--- src/rtl/a133x_pkg.sv ---
// Shared types and default constants for the A133X velocity estimator.
package a133x_pkg;

  typedef enum logic [1:0] {
    IDLE    = 2'd0,
    LOAD    = 2'd1,
    UPDATE  = 2'd2,
    PUBLISH = 2'd3
  } state_t;

  localparam int DEFAULT_NUMBER_OF_SENSORS = 1;
  localparam int DEFAULT_WINDOW            = 64;
  localparam int DEFAULT_COUNTS_PER_REV    = 4096;

endpackage

--- src/rtl/a133x_wrap_delta.sv ---
// Angle difference between two samples, folded back into the half-revolution
// range so a crossing of the 0 / COUNTS_PER_REV-1 boundary reads as a small step.
module a133x_wrap_delta
  import a133x_pkg::*;
#(
  parameter int COUNTS_PER_REV = DEFAULT_COUNTS_PER_REV
) (
  input  logic        [31:0] angle,
  input  logic        [31:0] prev,
  output logic signed [31:0] delta
);

  localparam logic signed [31:0] REV      = 32'(COUNTS_PER_REV);
  localparam logic signed [31:0] HALF     = 32'(COUNTS_PER_REV / 2);
  localparam logic signed [31:0] NEG_HALF = -HALF;

  logic signed [31:0] raw;

  assign raw = $signed(angle - prev);

  // Exactly +/- half a revolution is ambiguous and is passed through as-is.
  always_comb begin
    delta = raw;
    if (raw > HALF) begin
      delta = raw - REV;
    end else if (raw < NEG_HALF) begin
      delta = raw + REV;
    end
  end

endmodule

--- src/rtl/a133x_velocity_estimator.sv ---
// Multi-channel encoder velocity estimator: accumulates wrap-corrected angle
// deltas per channel and publishes the sum every WINDOW deltas.
module a133x_velocity_estimator
  import a133x_pkg::*;
#(
  parameter int NUMBER_OF_SENSORS = DEFAULT_NUMBER_OF_SENSORS,
  parameter int WINDOW            = DEFAULT_WINDOW,
  parameter int COUNTS_PER_REV    = DEFAULT_COUNTS_PER_REV
) (
  input  logic        clock,
  input  logic        reset,
  input  logic        angle_valid,
  output logic        angle_ready,
  input  logic [7:0]  angle_sensor,
  input  logic [31:0] angle_in,
  input  logic        zero_velocity,
  input  logic [7:0]  sensor,
  output logic [31:0] sensor_velocity,
  output logic        velocity_strobe,
  output logic [7:0]  velocity_sensor,
  output logic        index_error
);

  // Channel storage is rounded up to a power of two so the index width matches
  // the array depth exactly; entries beyond NUMBER_OF_SENSORS are never addressed.
  localparam int         CH_W  = (NUMBER_OF_SENSORS > 1) ? $clog2(NUMBER_OF_SENSORS) : 1;
  localparam int         DEPTH = 1 << CH_W;
  localparam int         CNT_W = $clog2(WINDOW);
  localparam logic [8:0] NUM_S = 9'(NUMBER_OF_SENSORS);
  localparam logic [CNT_W-1:0] LAST_CNT = CNT_W'(WINDOW - 1);

  state_t state;

  logic        [31:0]      prev_q   [DEPTH];
  logic signed [31:0]      acc_q    [DEPTH];
  logic        [CNT_W-1:0] count_q  [DEPTH];
  logic                    primed_q [DEPTH];
  logic signed [31:0]      velocity [DEPTH];

  logic        [CH_W-1:0]  ch_w;
  logic        [31:0]      angle_w;
  logic        [31:0]      prev_w;
  logic signed [31:0]      acc_w;
  logic        [CNT_W-1:0] count_w;
  logic                    primed_w;

  logic signed [31:0] delta;
  logic signed [31:0] acc_next;

  a133x_wrap_delta #(
    .COUNTS_PER_REV(COUNTS_PER_REV)
  ) u_wrap_delta (
    .angle(angle_w),
    .prev (prev_w),
    .delta(delta)
  );

  assign acc_next    = acc_w + delta;
  assign angle_ready = (state == IDLE) && !reset;

  // Readout mux; unknown channels read as zero velocity.
  always_comb begin
    sensor_velocity = '0;
    if ({1'b0, sensor} < NUM_S) begin
      sensor_velocity = velocity[sensor[CH_W-1:0]];
    end
  end

  // Sample FSM and per-channel state update; zero_velocity overrides everything
  // except reset and deliberately leaves index_error untouched.
  always_ff @(posedge clock) begin
    if (reset) begin
      state           <= IDLE;
      velocity_strobe <= 1'b0;
      velocity_sensor <= '0;
      index_error     <= 1'b0;
      ch_w            <= '0;
      angle_w         <= '0;
      prev_w          <= '0;
      acc_w           <= '0;
      count_w         <= '0;
      primed_w        <= 1'b0;
      for (int i = 0; i < DEPTH; i++) begin
        prev_q[i]   <= '0;
        acc_q[i]    <= '0;
        count_q[i]  <= '0;
        primed_q[i] <= 1'b0;
        velocity[i] <= '0;
      end
    end else begin
      velocity_strobe <= 1'b0;
      if (zero_velocity) begin
        state <= IDLE;
        for (int i = 0; i < DEPTH; i++) begin
          acc_q[i]    <= '0;
          count_q[i]  <= '0;
          primed_q[i] <= 1'b0;
          velocity[i] <= '0;
        end
      end else begin
        case (state)
          IDLE: begin
            if (angle_valid) begin
              if ({1'b0, angle_sensor} < NUM_S) begin
                ch_w    <= angle_sensor[CH_W-1:0];
                angle_w <= angle_in;
                state   <= LOAD;
              end else begin
                index_error <= 1'b1;
              end
            end
          end
          LOAD: begin
            prev_w   <= prev_q[ch_w];
            acc_w    <= acc_q[ch_w];
            count_w  <= count_q[ch_w];
            primed_w <= primed_q[ch_w];
            state    <= UPDATE;
          end
          UPDATE: begin
            prev_q[ch_w] <= angle_w;
            if (!primed_w) begin
              primed_q[ch_w] <= 1'b1;
              state          <= IDLE;
            end else begin
              acc_q[ch_w]   <= acc_next;
              acc_w         <= acc_next;
              count_q[ch_w] <= count_w + 1'b1;
              state         <= (count_w == LAST_CNT) ? PUBLISH : IDLE;
            end
          end
          PUBLISH: begin
            velocity[ch_w]  <= acc_w;
            acc_q[ch_w]     <= '0;
            count_q[ch_w]   <= '0;
            velocity_strobe <= 1'b1;
            velocity_sensor <= 8'(ch_w);
            state           <= IDLE;
          end
          default: state <= IDLE;
        endcase
      end
    end
  end

endmodule

--- config.mk ---
export PLATFORM = sky130hd
export DESIGN_NAME = a133x_velocity_estimator
export DESIGN_NICKNAME = d
export VERILOG_FILES = /design/src/rtl/a133x_pkg.sv /design/src/rtl/a133x_wrap_delta.sv /design/src/rtl/a133x_velocity_estimator.sv
export SDC_FILE = /design/constraint.sdc
export NUM_CORES = 1
export LEC_CHECK = 0
export ABC_AREA = 1
export BUFFER_PORTS_ARGS = -buffer_cell sky130_fd_sc_hd__buf_2
export CORE_ASPECT_RATIO = 0.6
export CORE_MARGIN = 3
export CORE_UTILIZATION = 51
export DETAILED_ROUTE_END_ITERATION = 16
export PLACE_DENSITY = 0.79
export SYNTH_ARGS = -nofsm -noshare
export SYNTH_HDL_FRONTEND = slang
export SYNTH_SLANG_ARGS = --single-unit
export TNS_END_PERCENT = 5
--- constraint.sdc ---
create_clock -name clock -period 5.05 [get_ports clock]
set_input_delay 0.7575 -clock clock [delete_from_list [all_inputs] [get_ports clock]]
set_output_delay 0.7575 -clock clock [all_outputs]
set_load 0.02 [all_outputs]
# After elaboration in Yosys (flattened, before gate mapping)
# Memories as Yosys holds them, arrays and structs flattened. A register that Yosys moved wholly into a read port is not among the register bits.
# Cells that the tools add are included.
# totals
mem_bits_ro	0
latch_bits	0
regBits	70
memories	5
ramBits	206
out_inout_bits	43
# classes
n_eq_ne	7
div_mod_pow	0
shift	0
magnitude_cmp	4
addsub	5
n_reduce_logical	16
mux	60
n_mul	0
bitwise	12
# memory_table
name	depth	width	read_ports	rd_clocked_by_memory_dff	wr	line_no	rtl
acc_q	2	32	1	1	2	a133x_velocity_estimator.sv:35	logic signed [31:0] acc_q [DEPTH];
prev_q	2	32	1	1	2	a133x_velocity_estimator.sv:34	logic [31:0] prev_q [DEPTH];
velocity	2	32	1	0	2	a133x_velocity_estimator.sv:38	logic signed [31:0] velocity [DEPTH];
count_q	2	6	1	1	2	a133x_velocity_estimator.sv:36	logic [CNT_W-1:0] count_q [DEPTH];
primed_q	2	1	1	1	2	a133x_velocity_estimator.sv:37	logic primed_q [DEPTH];
# op_table
operator	n
32-bit 2-to-1 mux	12
32-bit OR reduction	3
32-bit one-hot mux with 2 select lines	1
1-bit 2-to-1 mux	38
32-bit by 14-bit adder with 32-bit output (second input constant)	1
32-bit adder	1
32-bit by 13-bit > comparator with 1-bit output (second input constant)	1
32-bit by 12-bit less-than comparator with 1-bit output (second input constant)	1
32-bit by 14-bit subtractor with 32-bit output (second input constant)	1
32-bit subtractor	1
6-bit 2-to-1 mux	4
8-bit by 1-bit less-than comparator with 1-bit output (second input constant)	2
1-bit bitwise OR	10
2-bit 2-to-1 mux	4
2-bit one-hot mux with 4 select lines	1
4-bit AND reduction	2
6-bit by 1-bit adder with 6-bit output (second input constant)	1
6-bit == test (second input constant)	1
2-bit AND reduction	3
6-bit OR reduction	1
2-bit == test (second input constant)	2
2-bit != test (second input constant)	2
3-bit AND reduction	1
2-bit by 1-bit == test with 1-bit output (second input constant)	1
8 further kinds	9

# Depth between registers and ports, before layout
# depth
depth_word	8
depth_mapped	37
mapped_depth_nobuf	37

# Hierarchy
# A second synthesis with hierarchy kept.
# hier_totals
cells_unflattened	2729
area_unflattened_um2	19632.6
# modules_own_cells
module	area_each_um2	cells_each	instances	seq_area_each_um2
a133x_velocity_estimator	15050.7	1815	1	8368.0
a133x_wrap_delta	4581.9	914	1	0.0

# Worst setup path before layout
# OpenSTA, ideal clock, no wires.
# synth_timing
kind	register -> register
start	register angle_w[0]
end	memory acc_q[1][26], data pin
n_path_buf	1
stages_incl_launch_ff	34
setup_ns	0.266
synth_period_minus_slack_ns	4.700
t_arrival_ns	4.434
path_slack_ns	0.350
path_cell_list	dfxtp_1 inv_1 ha_1 inv_1 fa_1 nand2_1 a21oi_1 nand2_1 nand3_1 nand2_1 nand2_1 ha_1 nand2_2 nor2_4 nand3_2 nor2_2 nand3_2 nand3_4 inv_2 buf_6 a32oi_2 xor2_1 ha_1 a21oi_1 inv_1 a31oi_1 inv_1 a21oi_1 o21bai_1 a21oi_1 o21ai_1 xnor2_1 or2_1 nor2_1
# synth_rtl
element	line_no	rtl
from (decl)	a133x_velocity_estimator.sv:41	logic [31:0] angle_w;
from (signal assigned)	a133x_velocity_estimator.sv:106	angle_w <= angle_in;
to (decl)	a133x_velocity_estimator.sv:35	

==> impl_metrics.toml <==
[hold_path]
hold_path_class = "in2reg"
hold_start = "angle_in[13]"

[grt]
grt_util_all_layers = 0.269
grt_start_max_net_pins = 65
grt_first_pass_wirelength_mm = 83.5
grt.overflow.total = 0
grt_pass1_vias = 15740
antenna_found_initial = 0

[sta]
finalHoldViolCount = 0
fin_skew_ns = 0.0202
setup_viol = 0
final.min_clock_period_ns = 5.01
fmax_ghz = 0.199
rsz0062_at_grt = "true"
drv_slew = 0
holdWs_ns = 0.464
worst_pin_slew_ns = 1.23
finalCritPeriodShare = 0.993
max_slew_margin = 0.178

[run]
cap_violations = 0

[yosys]
syn_avg_cell_area_um2 = 7.62
ys_seq_area_frac = 0.462
synth_cells = 2379
netlist_top_cells_area = "edfxtp_1 34%, nand2_1 14%, dfxtp_1 12%, nor2_1 6.6%, inv_1 5.6%"
synth_top_flop_cell = "edfxtp_1"
synthTopCellsByCount = "669 x nand2_1, 319 x nor2_1, 272 x inv_1, 204 x edfxtp_1, 169 x a21oi_1"
synth.most_common_cell = "nand2_1"
synth_cell_type_count = 51
yosys.area.top_type = "edfxtp_1"
ys_warn_count = 0
yosysTopAreaCellShare = 0.338
async_flop_share = 0
synth-edff-count = 204
ys_seq_elements = 316
synth_area_um2 = 18100

[pwr]
comb_power_share = 0.175
p_leak_nw = 9.78
p_switching_mw = 1.64
power_mw = 6.25
vdd_ir_drop_max_v = 0.000317
seqPwrFrac = 0.454
power.density_nw_per_um2 = 276
clockPowerShare = 0.371
sw_frac_of_total = 0.262
p_int_mw = 4.61

[cts]
clk_pin_slew_ns = 0.07
clock-sinks = 316
clk_path_buf_depth = 3
cts_tree = "yes"
clock_latency_ns = 0.58
cts-root-buf = "clkbuf_16"
h-tree-depth = 1
cts_buffers = 29

[worst_setup_path]
cp.arrival_ns = 5.31
critPathKind = "reg2reg"
r2r-start = "angle_w[0]"
cp_common_cell = "nand2_4"
slowest_stage = "fa_2"
slowest_delay_ns = 0.38
required_ns = 5.35
critPathCaptureType = "register"
start_kind = "register"
critPathMaxFanout = 5
startpoint = "angle_w[0]"

[route]
wl_per_cell_um = 17.5
via_count = 17021
routed_via_density = 5.49
drc = 0
finalWirelength_mm = 54.2
drt_iter0_markers = 1619
firstDrtPassIters = 7
ant_nets = 0

[placed_design]
gp_congestion = 0.993
place_hpwl_mm = 37.8
port_buffers = 87

[finish]
syn_to_final_growth_pct = 24.8
diodes = 0
nNetsFinal = 2743
drive_gt1_frac = 0.239
final_util = 0.659

[floorplan]
dieArea_um2 = 37900
dieWidth_um = 249
rows = 52
io_pins = 95
initial_core_util = 0.528
coreArea_um2 = 34400
die_h_um = 152

[status]
run_status = "completed"
==> layout by cell type (no fill, tap or decap), types with 16 or more instances in the layout <==
cell type	netlist	final
buf_2	0	87
inv_1	272	261
nand2_2	20	71
nor2_2	14	29
a31oi_1	58	58
nand2_1	669	604
edfxtp_1	204	204
inv_2	10	18
a21oi_2	2	27
xor2_1	40	36
nor2_4	5	23
nand4_1	19	19
clkbuf_16	0	29
nand3_2	4	19
ha_1	68	40
ha_4	0	26
o21ai_0	128	114
nor2_1	319	286
a21oi_1	169	142
nand2_4	2	16
nand3_1	74	56
buf_4	8	202
dfxtp_1	112	104
==> cell type report <==
cell class                      count  area [um2]
Fill cell                        2808       11700
Multi-Input combinational cell   1687        9470
Sequential cell                   316        8380
Timing Repair Buffer              302        2130
Inverter                          285        1080
Clock buffer                       43         828
Tap cell                          459         574
Clock inverter                     11         160
==> worst paths after layout <==
path                   to  slack, ns  cells after the start
max          acc_q[1][29]       0.04                     34
min           angle_w[13]       0.46                      3
min reg2reg    prev_w[12]       0.47                      2
max reg2reg  acc_q[1][29]       0.04                     34
==> critical path: cells and delay by family (launching register included) <==
kind,cells,cell delay [ns]
compound gates,5,0.78
xor+xnor,2,0.36
fa+ha+maj,3,0.85
buf+inv,5,0.56
flops,1,0.32
simple gates,19,1.88
==> cells by family after synthesis <==
kind of cell / count (synthesis) / share of synthesized area
AO/OA/AOI/OAI: 389 / 0.117
XOR/XNOR: 55 / 0.0266
adder cells (fa/ha/maj): 70 / 0.0491
buffers and inverters: 382 / 0.0812
flip-flops: 316 / 0.462
multiplexers: 1 / 0.000552
other: 1 / 0.000207
AND/OR/NAND/NOR: 1165 / 0.264
==> routing by layer <==
metal / part of all wire / GRT usage / wire (um)
met1: 0.47 / 0.424 / 25200
met2: 0.43 / 0.389 / 23100
met4: 0.014 / 0.0505 / 751
met5: 0 / 0 / 0
met3: 0.095 / 0.0443 / 5130
==> flip-flops by register name, summed over array words and instances (netlist names), named ones only <==
signal,flops
prev_w,32
count_q,12
acc_q,64
velocity_strobe,1
primed_w,1
index_error,1
velocity,64
state,2
ch_w,1
prev_q,64
count_w,6
acc_w,32
velocity_sensor,1
primed_q,2
angle_w,32
==> stage by stage <==
stage               worst slack [ns]  TNS, ns  instance area (um2)  cells
global placement             -0.0816   -0.525                20200   3015
global route                  -0.243    -3.16                22600   3103
floorplan                      0.350        0                18100   2385
detailed placement            -0.234    -2.55                20200   3015
finish                        0.0369        0                22600   3103
CTS                          0.00263        0                21300   3070
==> power by group through the flow <==
stage                     combinational [mW]  clock (mW)  sequential, mW
after global routing                    1.18        2.46            2.84
after floorplan                        0.539           0            2.89
after global placement                 0.913           0            2.89
after detailed placement               0.914           0            2.89
after CTS                              0.935        2.34            2.83
final                                   1.10        2.32            2.83
==> timing repair <==
item                       4_1_cts  5_1_grt
buffers inserted                 1       34
setup endpoints to repair       24       49
hold buffers                     0        0
resized for setup               28      277
pin swaps                        9       94
Power figures use the tool's default switching activity.
